===== src/rtl/verinject_mem1_fault_tracker.sv =====
// Persistent fault tracker for an instrumented memory: records injected bit-flips
// per (word, bit), re-applies them on every read of that word, retires them on write.
module verinject_mem1_fault_tracker #(
  parameter int          LEFT       = 0,
  parameter int          RIGHT      = 0,
  parameter int          ADDR_LEFT  = 0,
  parameter int          ADDR_RIGHT = 0,
  parameter int          MEM_LEFT   = 0,
  parameter int          MEM_RIGHT  = 0,
  parameter int unsigned P_START    = 0,
  parameter int          FIFO_SIZE  = 4
) (
  input  logic                           clock,
  input  logic                           reset,
  input  logic [31:0]                    verinject__injector_state,
  input  logic [LEFT:RIGHT]              unmodified,
  input  logic [ADDR_LEFT:ADDR_RIGHT]    read_address,
  output logic [LEFT:RIGHT]              modified,
  input  logic                           do_write,
  input  logic [ADDR_LEFT:ADDR_RIGHT]    write_address,
  output logic [$clog2(FIFO_SIZE):0]     fault_count,
  output logic                           overflow
);

  localparam int unsigned WORD_LEN   = (LEFT >= RIGHT) ? LEFT - RIGHT + 1 : RIGHT - LEFT + 1;
  localparam int unsigned MEM_LEN    = (MEM_LEFT >= MEM_RIGHT) ? MEM_LEFT - MEM_RIGHT + 1
                                                               : MEM_RIGHT - MEM_LEFT + 1;
  localparam int unsigned BITS_START = (LEFT < RIGHT) ? LEFT : RIGHT;
  localparam int unsigned MEM_START  = (MEM_LEFT < MEM_RIGHT) ? MEM_LEFT : MEM_RIGHT;
  localparam int unsigned ADDR_W     = (ADDR_LEFT >= ADDR_RIGHT) ? ADDR_LEFT - ADDR_RIGHT + 1
                                                                 : ADDR_RIGHT - ADDR_LEFT + 1;
  localparam int unsigned BIT_W      = $clog2(WORD_LEN) + 1;
  localparam int unsigned CNT_W      = $clog2(FIFO_SIZE) + 1;
  localparam logic [31:0] SPAN       = 32'(MEM_LEN * WORD_LEN);

  logic [FIFO_SIZE-1:0] r_valid;
  logic [ADDR_W-1:0]    r_word [FIFO_SIZE];
  logic [BIT_W-1:0]     r_bit  [FIFO_SIZE];
  logic [CNT_W-1:0]     r_count;
  logic                 r_overflow;

  logic [31:0]          w_rel;
  logic                 w_hit;
  logic [ADDR_W-1:0]    w_hit_word;
  logic [BIT_W-1:0]     w_hit_bit;
  logic [WORD_LEN-1:0]  w_flip;
  logic [FIFO_SIZE-1:0] w_after_wr;
  logic [FIFO_SIZE-1:0] w_nvalid;
  logic [FIFO_SIZE-1:0] w_alloc;
  logic                 w_match;
  logic                 w_found;
  logic                 w_drop;
  logic [CNT_W-1:0]     w_ncount;

  always_comb begin
    w_rel      = verinject__injector_state - P_START;
    w_hit      = (verinject__injector_state >= P_START) && (w_rel < SPAN);
    w_hit_word = ADDR_W'(MEM_START + w_rel / WORD_LEN);
    w_hit_bit  = BIT_W'(w_rel % WORD_LEN);
  end

  // Read path: stored faults OR together, the current-cycle injection XORs on top
  // so a second flip of a stored bit cancels already in its hit cycle.
  always_comb begin
    w_flip = '0;
    for (int unsigned s = 0; s < FIFO_SIZE; s++) begin
      for (int unsigned j = 0; j < WORD_LEN; j++) begin
        if (r_valid[s] && (r_word[s] == read_address) && (r_bit[s] == BIT_W'(j)))
          w_flip[j] = 1'b1;
      end
    end
    for (int unsigned j = 0; j < WORD_LEN; j++) begin
      if (w_hit && (w_hit_word == read_address) && (w_hit_bit == BIT_W'(j)))
        w_flip[j] = ~w_flip[j];
    end
    modified = unmodified;
    for (int unsigned j = 0; j < WORD_LEN; j++)
      modified[BITS_START + j] = unmodified[BITS_START + j] ^ w_flip[j];
  end

  // Slot update: write retirement first, so a same-cycle injection lands after it.
  always_comb begin
    w_after_wr = r_valid;
    for (int unsigned s = 0; s < FIFO_SIZE; s++) begin
      if (do_write && (r_word[s] == write_address))
        w_after_wr[s] = 1'b0;
    end
    w_nvalid = w_after_wr;
    w_match  = 1'b0;
    for (int unsigned s = 0; s < FIFO_SIZE; s++) begin
      if (w_hit && w_after_wr[s] && (r_word[s] == w_hit_word) && (r_bit[s] == w_hit_bit)) begin
        w_nvalid[s] = 1'b0;
        w_match     = 1'b1;
      end
    end
    w_alloc = '0;
    w_found = 1'b0;
    for (int unsigned s = 0; s < FIFO_SIZE; s++) begin
      if (w_hit && !w_match && !w_found && !w_after_wr[s]) begin
        w_alloc[s]  = 1'b1;
        w_nvalid[s] = 1'b1;
        w_found     = 1'b1;
      end
    end
    w_drop   = w_hit && !w_match && !w_found;
    w_ncount = '0;
    for (int unsigned s = 0; s < FIFO_SIZE; s++)
      w_ncount = w_ncount + CNT_W'(w_nvalid[s]);
  end

  always_ff @(posedge clock) begin
    if (reset) begin
      r_valid    <= '0;
      r_count    <= '0;
      r_overflow <= 1'b0;
    end else begin
      r_valid <= w_nvalid;
      r_count <= w_ncount;
      if (w_drop)
        r_overflow <= 1'b1;
      for (int unsigned s = 0; s < FIFO_SIZE; s++) begin
        if (w_alloc[s]) begin
          r_word[s] <= w_hit_word;
          r_bit[s]  <= w_hit_bit;
        end
      end
    end
  end

  assign fault_count = r_count;
  assign overflow    = r_overflow;

endmodule


===== config.mk =====
export PLATFORM = sky130hd
export DESIGN_NAME = verinject_mem1_fault_tracker
export DESIGN_NICKNAME = d
export VERILOG_FILES = /design/src/rtl/verinject_mem1_fault_tracker.sv
export SDC_FILE = /design/constraint.sdc
export NUM_CORES = 1
export LEC_CHECK = 0
export BUFFER_PORTS_ARGS = -buffer_cell sky130_fd_sc_hd__buf_4
export CELL_PAD_IN_SITES_DETAIL_PLACEMENT = 1
export CELL_PAD_IN_SITES_GLOBAL_PLACEMENT = 1
export CORE_MARGIN = 4
export CORE_UTILIZATION = 25
export CTS_CLUSTER_SIZE = 25
export DETAILED_ROUTE_END_ITERATION = 10
export HOLD_SLACK_MARGIN = 0.15
export MAX_ROUTING_LAYER = met4
export PLACE_DENSITY_LB_ADDON = 0.1
export SYNTH_ARGS = -nofsm -noshare
export SYNTH_HDL_FRONTEND = slang
export SYNTH_SLANG_ARGS = --single-unit

===== constraint.sdc =====
create_clock -name clock -period 6.2 [get_ports clock]
set_input_delay 0.62 -clock clock [delete_from_list [all_inputs] [get_ports clock]]
set_output_delay 0.62 -clock clock [all_outputs]
set_load 0.02 [all_outputs]

==> impl_results.md, run 1 <==
* Min Tclk post-route at 3.488 ns
* Worst Tran Pin Value at 0.8481 ns
* FMAX at 0.2867 GHz
* PD cells at 148.3 mW/mm^2
* Int Pwr at 0.1573 mW
* CP Class: input pin to flip-flop
* VDD IR max at 0.1188 mV
* Diodes inserted at 0
* Drt drc at 0
* Clock power frac at 0.427
* Final hold viol count at 0
* R2R Setup Slk at 3.28 ns
* Post-CTS setup buffers at 0
* Setup Total Neg Slack at 0 ns
* Leakage dissipation at 0.5328 nW
* CTS Sinks at 12
* Syn avg cell area at 8.564 sq um
* Post-CTS Resized at 0
* CP most frequent cell: ha_1
* Reg-to-Reg Start: r_word[0]
* CTS max path bufs at 2
* GR Overflow Total at 0
* First DRT Iteration DRCs at 45
* DRT Wirelength at 2924 um
* Post-DR wirelength/cell at 14.55 um
* Num ports at 43
* Largest net degree at the start of global routing at 16
* Ys Warns at 0
* Hold buffers post-CTS at 0
* Data arrival time of the worst path at 3.62 ns
* Worst path required time at 6.33 ns
* Clock buffer count from CTS at 3
* Critical Path Sink Type: flip-flop
* HP Class: flip-flop to flip-flop
* Unrepaired setup endpoints after global routing: false
* Final setup fails at 0
* FP Rows at 22
* Cell area after synthesis at 993.5 sq um
* Slowest Stage Delay on Critical Path at 0.77 ns
* Global-route wire length before repair at 5002 um
* CTS tree: built
* Switching Share at 0.2153
* Clock-pin slew on the worst setup and hold paths at 0.06 ns
* R2r worst-path depth at 10
* Register area at 280.3 sq um
* Max Cap Violations at 0
* Flip-flop and latch count after synthesis at 12
* Critical path launch point type: input pin
* Area Overhead vs Synth at 36.15%
* Fillers at 475
* Number of global-route vias before repair at 1062
* Hold Path Stages at 2
* Post-Layout Cell Count at 201
* Vias per inst at 4.970
* Routed vias at 999
* Worst hold slack at 0.5250 ns
* Rel. slew slack at 0.4299
* Routability cong. at 0.7537
* Clk root buf: clkbuf_8
* Layout cells sized above 1 at 0.3464
* Initial Utilization at 0.2654
* Ys async rst share at 0
* Period utilization at 0.5626
* Combinational share of power at 0.168
* Clock Latency Late Sink at 0.24 ns
* Die footprint at 0.005047 sq mm
* Die Height at 71.04 um
* Post-synth EDFFs at 4
* Switching Power at 0.04318 mW
* Detailed Place HPWL at 2516 um
* H-Tree Level Count at 1
* Crit path cell chain: buf_4, nor4_1, nand2_1, nor4_2, nand4_1, and2_1, fa_1, inv_1, ha_1, ha_1, nor2b_1
* Syn Inst Count at 116
* Prevailing post-synth register cell: dfxtp_1
* Final Max Tran Viols at 0
* Hold EP: overflow
* Clk_skew at 0.002889 ns
* DP Cell Count at 197
* IO buf count at 42
* Hold Startpoint: overflow
* Register area share after synthesis at 0.2821
* GRT Total Usage at 0.1246
* Post-DRT Antenna Nets at 0
* Reg-to-Reg End: fault_count[1]
* Footprint of the multi-input gates at 615.6 sq um
* Crit-path slowest cell: nor4_2
* Die X at 71.04 um
* Run status: finished clean
* Syn Nets at 157
* Drt first pass iters at 5
* Initial antenna violation count at 0
* Crit path max fanout at 15
* Nets@finish at 195
* Core box area at 0.003744 sq mm
* Sequential share of power at 0.405
* Synth unique cells at 42
==> cells in the mapped netlist (all sizes together) (4+ instances only) <==
cell type	number	area (sq um)
a211oi	4	35.03
xor2	4	35.03
edfxtp	4	120.1
buf	7	61.29
dfxtp	8	160.2
inv	7	26.28
xnor2	12	105.1
nand2	12	47.55
a31oi	4	25.02
nor2	5	18.77
a21oi	6	30.03
nor4	10	75.07
nor2b	4	25.02
==> cell type report <==
type,instances,share of cell area
clock buffers,4,0.04070
inverters,7,0.01943
multi-input cells,88,0.4551
flip-flops and latches,12,0.2072
well taps,48,0.04440
repair buffers,42,0.2331
==> how the worst max path moves through the flow <==
stage / from / endpoint / slack, ns / cells past startpoint
global route: verinject__injector_state[0] / fault_count[1] / 2.26 / 11
global placement: verinject__injector_state[0] / fault_count[1] / 2.50 / 11
detailed placement: verinject__injector_state[0] / fault_count[1] / 2.42 / 11
CTS: verinject__injector_state[0] / fault_count[1] / 2.66 / 11
floorplan: verinject__injector_state[3] / fault_count[1] / 3.23 / 11
finish: verinject__injector_state[0] / fault_count[1] / 2.71 / 11
==> stage by stage <==
stage	util	instance area (sq um)	power [mW]	worst slack (ns)
2_1_floorplan	-	993.5	0.09745	3.226
3_3_place_gp	0.3466	1297	0.1162	2.495
3_5_place_dp	0.3466	1297	0.1171	2.416
4_1_cts	0.3613	1353	0.2047	2.658
5_1_grt	0.3613	1353	0.2101	2.263
6_report	0.3613	1353	0.2005	2.712
==> critical path, delay by kind of cell <==
| kind | cells | cell delay [ns] |
|---|---|---|
| buffers and inverters | 2 | 0.22 |
| adder cells (fa/ha/maj) | 3 | 0.98 |
| AND/OR/NAND/NOR | 6 | 1.79 |
==> flip-flops by register name, summed over array words and instances (netlist names) <==
name	cells
r_word	4
overflow	1
fault_count	3
r_valid	4
==> cell usage in the layout, fill, tap and decap left out, types with 2 or more instances in the layout <==
master	instances
nand3_1	3
xor2_1	4
a21oi_1	6
xnor2_1	12
a211oi_1	3
nand2_1	11
inv_1	7
clkbuf_8	4
ha_1	2
edfxtp_1	4
a31oi_1	4
nor4_2	2
nor2b_1	4
nor2_1	5
and3_1	2
nor3_1	2
buf_4	42
dfxtp_1	8
nor4_1	8
and2_1	2
==> layer usage <==
layer / wire [um] / track usage
met1: 1252 / 0.1531
met2: 1504 / 0.2142
met3: 139 / 0.02983
met4: 27 / 0.01253
met5: 0 / -
==> power groups by stage <==
stage | Combinational, mW | Sequential [mW] | Clock (mW)
after floorplan | 0.0146 | 0.0829 | 0
after global placement | 0.0333 | 0.0828 | 0
after detailed placement | 0.0343 | 0.0828 | 0
after CTS | 0.0343 | 0.0811 | 0.0893
after global routing | 0.0375 | 0.0811 | 0.0915
final | 0.0338 | 0.0812 | 0.0856
==> cell families after synthesis <==
logic type	share of synthesized area
buffers and inverters	0.09822
and+or+nand+nor	0.2569
DFF	0.2821
xor gates and xnor gates	0.1411
adders and majority gates	0.04534
AOI/OAI and AO/OA	0.1763
Power figures use the tool's default switching activity.
==> run 2, diff against run 1 <==
clock period = 3.2 ns   (was 6.2 ns; I/O delays follow)
==> run 2 against run 1 <==
  * First-iteration DRC count shrank 22%
  * Setup slack lost 2.5 ns
  * Cell count grew 1.0%
  * Power grew 85%
  * Worst hold slack lost 0.17 ns
  * Clock-buffer cell count shrank 1
  * Sequential power grew 93%
==> impl_results.md, run 2 (synthesized netlist as in run 1, its figures left out) <==
* Slowest Stage Delay on Critical Path at 0.52 ns
* Fillers at 472
* Hold Path Stages at 2
* Unrepaired setup endpoints after global routing: false
* Rel. slew slack at 0.6975
* Max Cap Violations at 0
* FMAX at 0.3395 GHz
* Crit. Startpoint: r_word[0]
* Fin worst setup slack at 0.2548 ns
* Die footprint at 0.005047 sq mm
* Area Overhead vs Synth at 36.65%
* Global routing's busiest layer: met2
* Core box area at 0.003744 sq mm
* Initial antenna violation count at 0
* Die X at 71.04 um
* Vias per inst at 5.000
* Routability cong. at 0.7580
* R2r worst-path depth at 10
* Num ports at 43
* FP Rows at 22
* Period utilization at 0.9204
* Leakage dissipation at 0.5374 nW
* Crit path max fanout at 7
* HP Class: input pin to flip-flop
* Finished Cell Area at 0.001358 sq mm
* Critical Path Sink Type: flip-flop
* VDD IR max at 0.1577 mV
* Met1 Use GR at 0.1614
* Run status: finished clean
* Diodes inserted at 0
* Clk root buf: clkbuf_8
* Post-DRT Antenna Nets at 0
* H-Tree Level Count at 1
* CP Class: flip-flop to flip-flop
* GR Overflow Total at 0
* Critical path launch point type: flip-flop
* Detailed Place HPWL at 2599 um
* DRT Wirelength at 3157 um
* R2R Setup Slk at 0.25 ns
* Initial Utilization at 0.2654
* Largest net degree at the start of global routing at 16
* Clock Latency Late Sink at 0.25 ns
* Crit-path slowest cell: edfxtp_1
* Data arrival time of the worst path at 3.08 ns
* Routed vias at 1015
* Crit path cell chain: nor3b_1, o221ai_1, a31oi_1, nand2_1, a21o_1, fa_1, inv_1, ha_1, ha_1, nor2b_1
* Hold Startpoint: reset
* Post-CTS setup buffers at 0
* Reg-to-Reg Start: r_word[0]
* Post-DR wirelength/cell at 15.55 um
* First DRT Iteration DRCs at 35
* Register area at 280.3 sq um
* Clock-pin slew on the worst setup and hold paths at 0.06 ns
* Footprint of the multi-input gates at 615.6 sq um
* GRT Total Usage at 0.1432
* Clock buffer count from CTS at 3
* Die Height at 71.04 um
* Drt first pass iters at 4
* Worst Tran Pin Value at 0.4517 ns
* IO buf count at 42
* Met2 Use GR at 0.2513
* Met3 Use GR at 0.03125
* DP Area at 0.001313 sq mm
* Hold EP: r_valid[1]
* Worst path required time at 3.33 ns
* Setup Total Neg Slack at 0 ns
* Min Tclk post-route at 2.945 ns
* Final Max Tran Viols at 0
* Final setup fails at 0
* Post-CTS Resized at 0
* CP most frequent cell: ha_1
* CTS tree: built
* Nets@finish at 197
* Hold buffers post-CTS at 0
* Clk_skew at 0.004307 ns
* CTS max path bufs at 2
* PD cells at 273.4 mW/mm^2
* Commonest non-fill, non-tap cell in the layout: buf_4
* Global-route wire length before repair at 5451 um
* Number of global-route vias before repair at 1129
* Final hold viol count at 0
* Most frequent cells in the layout: 44 x buf_4, 12 x xnor2_1, 11 x nand2_1
* Layout cells sized above 1 at 0.3484
* CTS Sinks at 12
* Reg-to-Reg End: fault_count[1]
* Drt drc at 0
* Setup WS pre-CTS at 0.2201 ns
## run 2: worst max-delay path: cells and delay by family (launching register included)
| kind | cells | cell delay, ns |
|---|---|---|
| buf+inv | 1 | 0.04 |
| fa+ha+maj | 3 | 0.95 |
| compound gates | 3 | 0.78 |
| flops | 1 | 0.52 |
| simple gates | 3 | 0.54 |
## run 2: report_power, final
part	total, mW	internal (mW)	switching (mW)
Combinational	0.0658	0.0389	0.0268
Clock	0.148	0.0850	0.0632
Sequential	0.157	0.157	0.0000000000126
Total	0.371	0.281	0.0901
## run 2: layout make-up
class / count / area share
Clock buffer: 3 / 0.03041
Tap cell: 48 / 0.04424
Clock inverter: 1 / 0.002765
Inverter: 7 / 0.01935
Multi-Input combinational cell: 88 / 0.4535
Timing Repair Buffer: 44 / 0.2433
Sequential cell: 12 / 0.2065
## run 2: layer usage
metal  wire (um)  share of wire
met2        1643           0.52
met1        1318           0.42
met4          38          0.012
met5           0              0
met3         156          0.049
## run 2: worst max-delay path by stage
stage / slack, ns / cells past startpoint / to
4_1_cts: 0.23 / 10 / fault_count[1]
5_1_grt: 0.03 / 10 / fault_count[1]
3_3_place_gp: 0.28 / 12 / fault_count[1]
2_1_floorplan: 0.53 / 11 / fault_count[1]
3_5_place_dp: 0.22 / 12 / fault_count[1]
6_report: 0.25 / 10 / fault_count[1]
## run 2: per-stage QoR
stage / total power, mW / hold slack [ns] / util / instances
after global routing: 0.3906 / 0.3630 / 0.3626 / 203
after detailed placement: 0.2266 / 0.4846 / 0.3506 / 199
final: 0.3712 / 0.3568 / 0.3626 / 203
after CTS: 0.3736 / 0.3537 / 0.3626 / 203
after floorplan: 0.1888 / 0.3889 / - / 116
after global placement: 0.2248 / 0.4830 / 0.3506 / 199
==> run 3, diff against run 2 <==
CORE_ASPECT_RATIO = 0.75   (was unset)
==> run 3 against run 2 <==
  * Register-to-register slack improved by 0.02 ns
  * Via count fell by 1.3%
  * Utilization rose by 0.31 points
  * Flip-flop and latch count did not move
  * Cell count rose by 1.5%
  * Setup slack improved by 0.019 ns
  * Fmax rose by 0.63%
  * Clock power rose by 11%
==> impl_results.md, run 3 (synthesized netlist as in run 1, its figures left out) <==
* Run status: finished clean
* Final setup fails at 0
* Clk_skew at 0.0007632 ns
* Vias per inst at 4.864
* Nets@finish at 196
* Routability cong. at 0.8061
* Detailed Place HPWL at 2505 um
* First DRT Iteration DRCs at 93
* Worst path required time at 3.33 ns
* Drt first pass iters at 4
* Clk root buf: clkbuf_8
* Most frequent cells in the layout: 43 x buf_4, 12 x xnor2_1, 11 x nand2_1
* Initial antenna violation count at 0
* Critical Path Sink Type: flip-flop
* Min Tclk post-route at 2.927 ns
* Drt drc at 0
* Unrepaired setup endpoints after global routing: false
* Commonest non-fill, non-tap cell in the layout: buf_4
* CTS tree: built
* CTS max path bufs at 2
* H-Tree Level Count at 1
* Global-route wire length before repair at 5099 um
* GR Overflow Total at 0
* Max Cap Violations at 0
* Routed vias at 1002
* Critical path launch point type: flip-flop
* Clock buffer count from CTS at 3
* Layout cells sized above 1 at 0.3506
* Post-CTS Resized at 0
* Post-DRT Antenna Nets at 0
* Clock Latency Late Sink at 0.24 ns
* Number of global-route vias before repair at 1086
* GRT Total Usage at 0.1302
* Hold buffers post-CTS at 0
* IO buf count at 42
* CP Class: flip-flop to flip-flop
* FP Rows at 19
* Post-CTS setup buffers at 0
* Leakage dissipation at 0.5383 nW
* VDD IR max at 0.2291 mV
* Crit path max fanout at 7
* CTS Sinks at 12
* Die footprint at 0.005057 sq mm
* Clock-pin slew on the worst setup and hold paths at 0.05 ns
* Finished Cell Area at 0.001365 sq mm
* Die X at 80.79 um
* Worst Tran Pin Value at 0.4136 ns
* DRT Wirelength at 3042 um
* Post-DR wirelength/cell at 14.77 um
* Final Max Tran Viols at 0
* Setup Total Neg Slack at 0 ns
* Rel. slew slack at 0.7230
* HP Class: input pin to flip-flop
* Initial Utilization at 0.2662
* Final hold viol count at 0
* PD cells at 284.3 mW/mm^2
* Worst hold slack at 0.3474 ns
* Data arrival time of the worst path at 3.06 ns
* Post-Layout Cell Count at 206
* Num ports at 43
* DP Cell Count at 202
* Largest net degree at the start of global routing at 16
* Core box area at 0.003732 sq mm
* Diodes inserted at 0
* Die Height at 62.60 um
* DP Area at 0.001310 sq mm
* Area Overhead vs Synth at 37.41%
* Period utilization at 0.9146
* FMAX at 0.3417 GHz
-- run 3: changes by cell type in the layout (fill, tap and decap cells not counted), sizes merged --
cell	previous run	this run
buf	44	43
clkbuf	3	4
clkinv	1	0
-- run 3: power by group --
part	internal (mW)	switching [mW]	leakage (nW)
Clock	0.109	0.0566	0.0288
Sequential	0.157	0.0000000000142	0.100
Combinational	0.0389	0.0265	0.409
Total	0.305	0.0831	0.538
-- run 3: worst max-delay path: stages (launching register included) --
cell,delay (ns)
edfxtp_1,0.53
nor4bb_1,0.29
a31oi_1,0.10
a31oi_1,0.38
nand2_1,0.17
a21o_1,0.23
fa_1,0.50
inv_1,0.04
ha_1,0.20
ha_1,0.27
nor2b_1,0.12
-- run 3: per-stage QoR --
step,utilization,setup slack [ns],total power [mW]
after floorplan,-,0.5257,0.1888
after global placement,0.3510,0.3030,0.2248
after detailed placement,0.3510,0.2010,0.2261
after CTS,0.3657,0.2569,0.3948
after global routing,0.3657,0.1072,0.4090
final,0.3657,0.2734,0.3881
-- run 3: worst paths after layout --
path                   from        endpoint  slack [ns]  depth (start not counted)
setup / recovery  r_word[0]  fault_count[1]        0.27                         10
hold / removal        reset      r_valid[1]        0.35                          2
setup reg to reg  r_word[0]  fault_count[1]        0.27                         10
hold reg to reg    overflow        overflow        0.48                          2
-- run 3: cell type report --
type,instances,area [sq um]
repair buffers,43,322.8
well taps,52,65.06
flip-flops and latches,12,280.3
clock buffers,4,55.05
multi-input cells,88,615.6
inverters,7,26.28
fillers,464,2367
-- run 3: per-layer routing --
metal	track usage	vias up	wire length, um
met2	0.1973	28	1433
met1	0.1765	484	1430
met5	-	-	0
met4	0.01266	0	0
li1	-	490	-
met3	0.04035	0	177
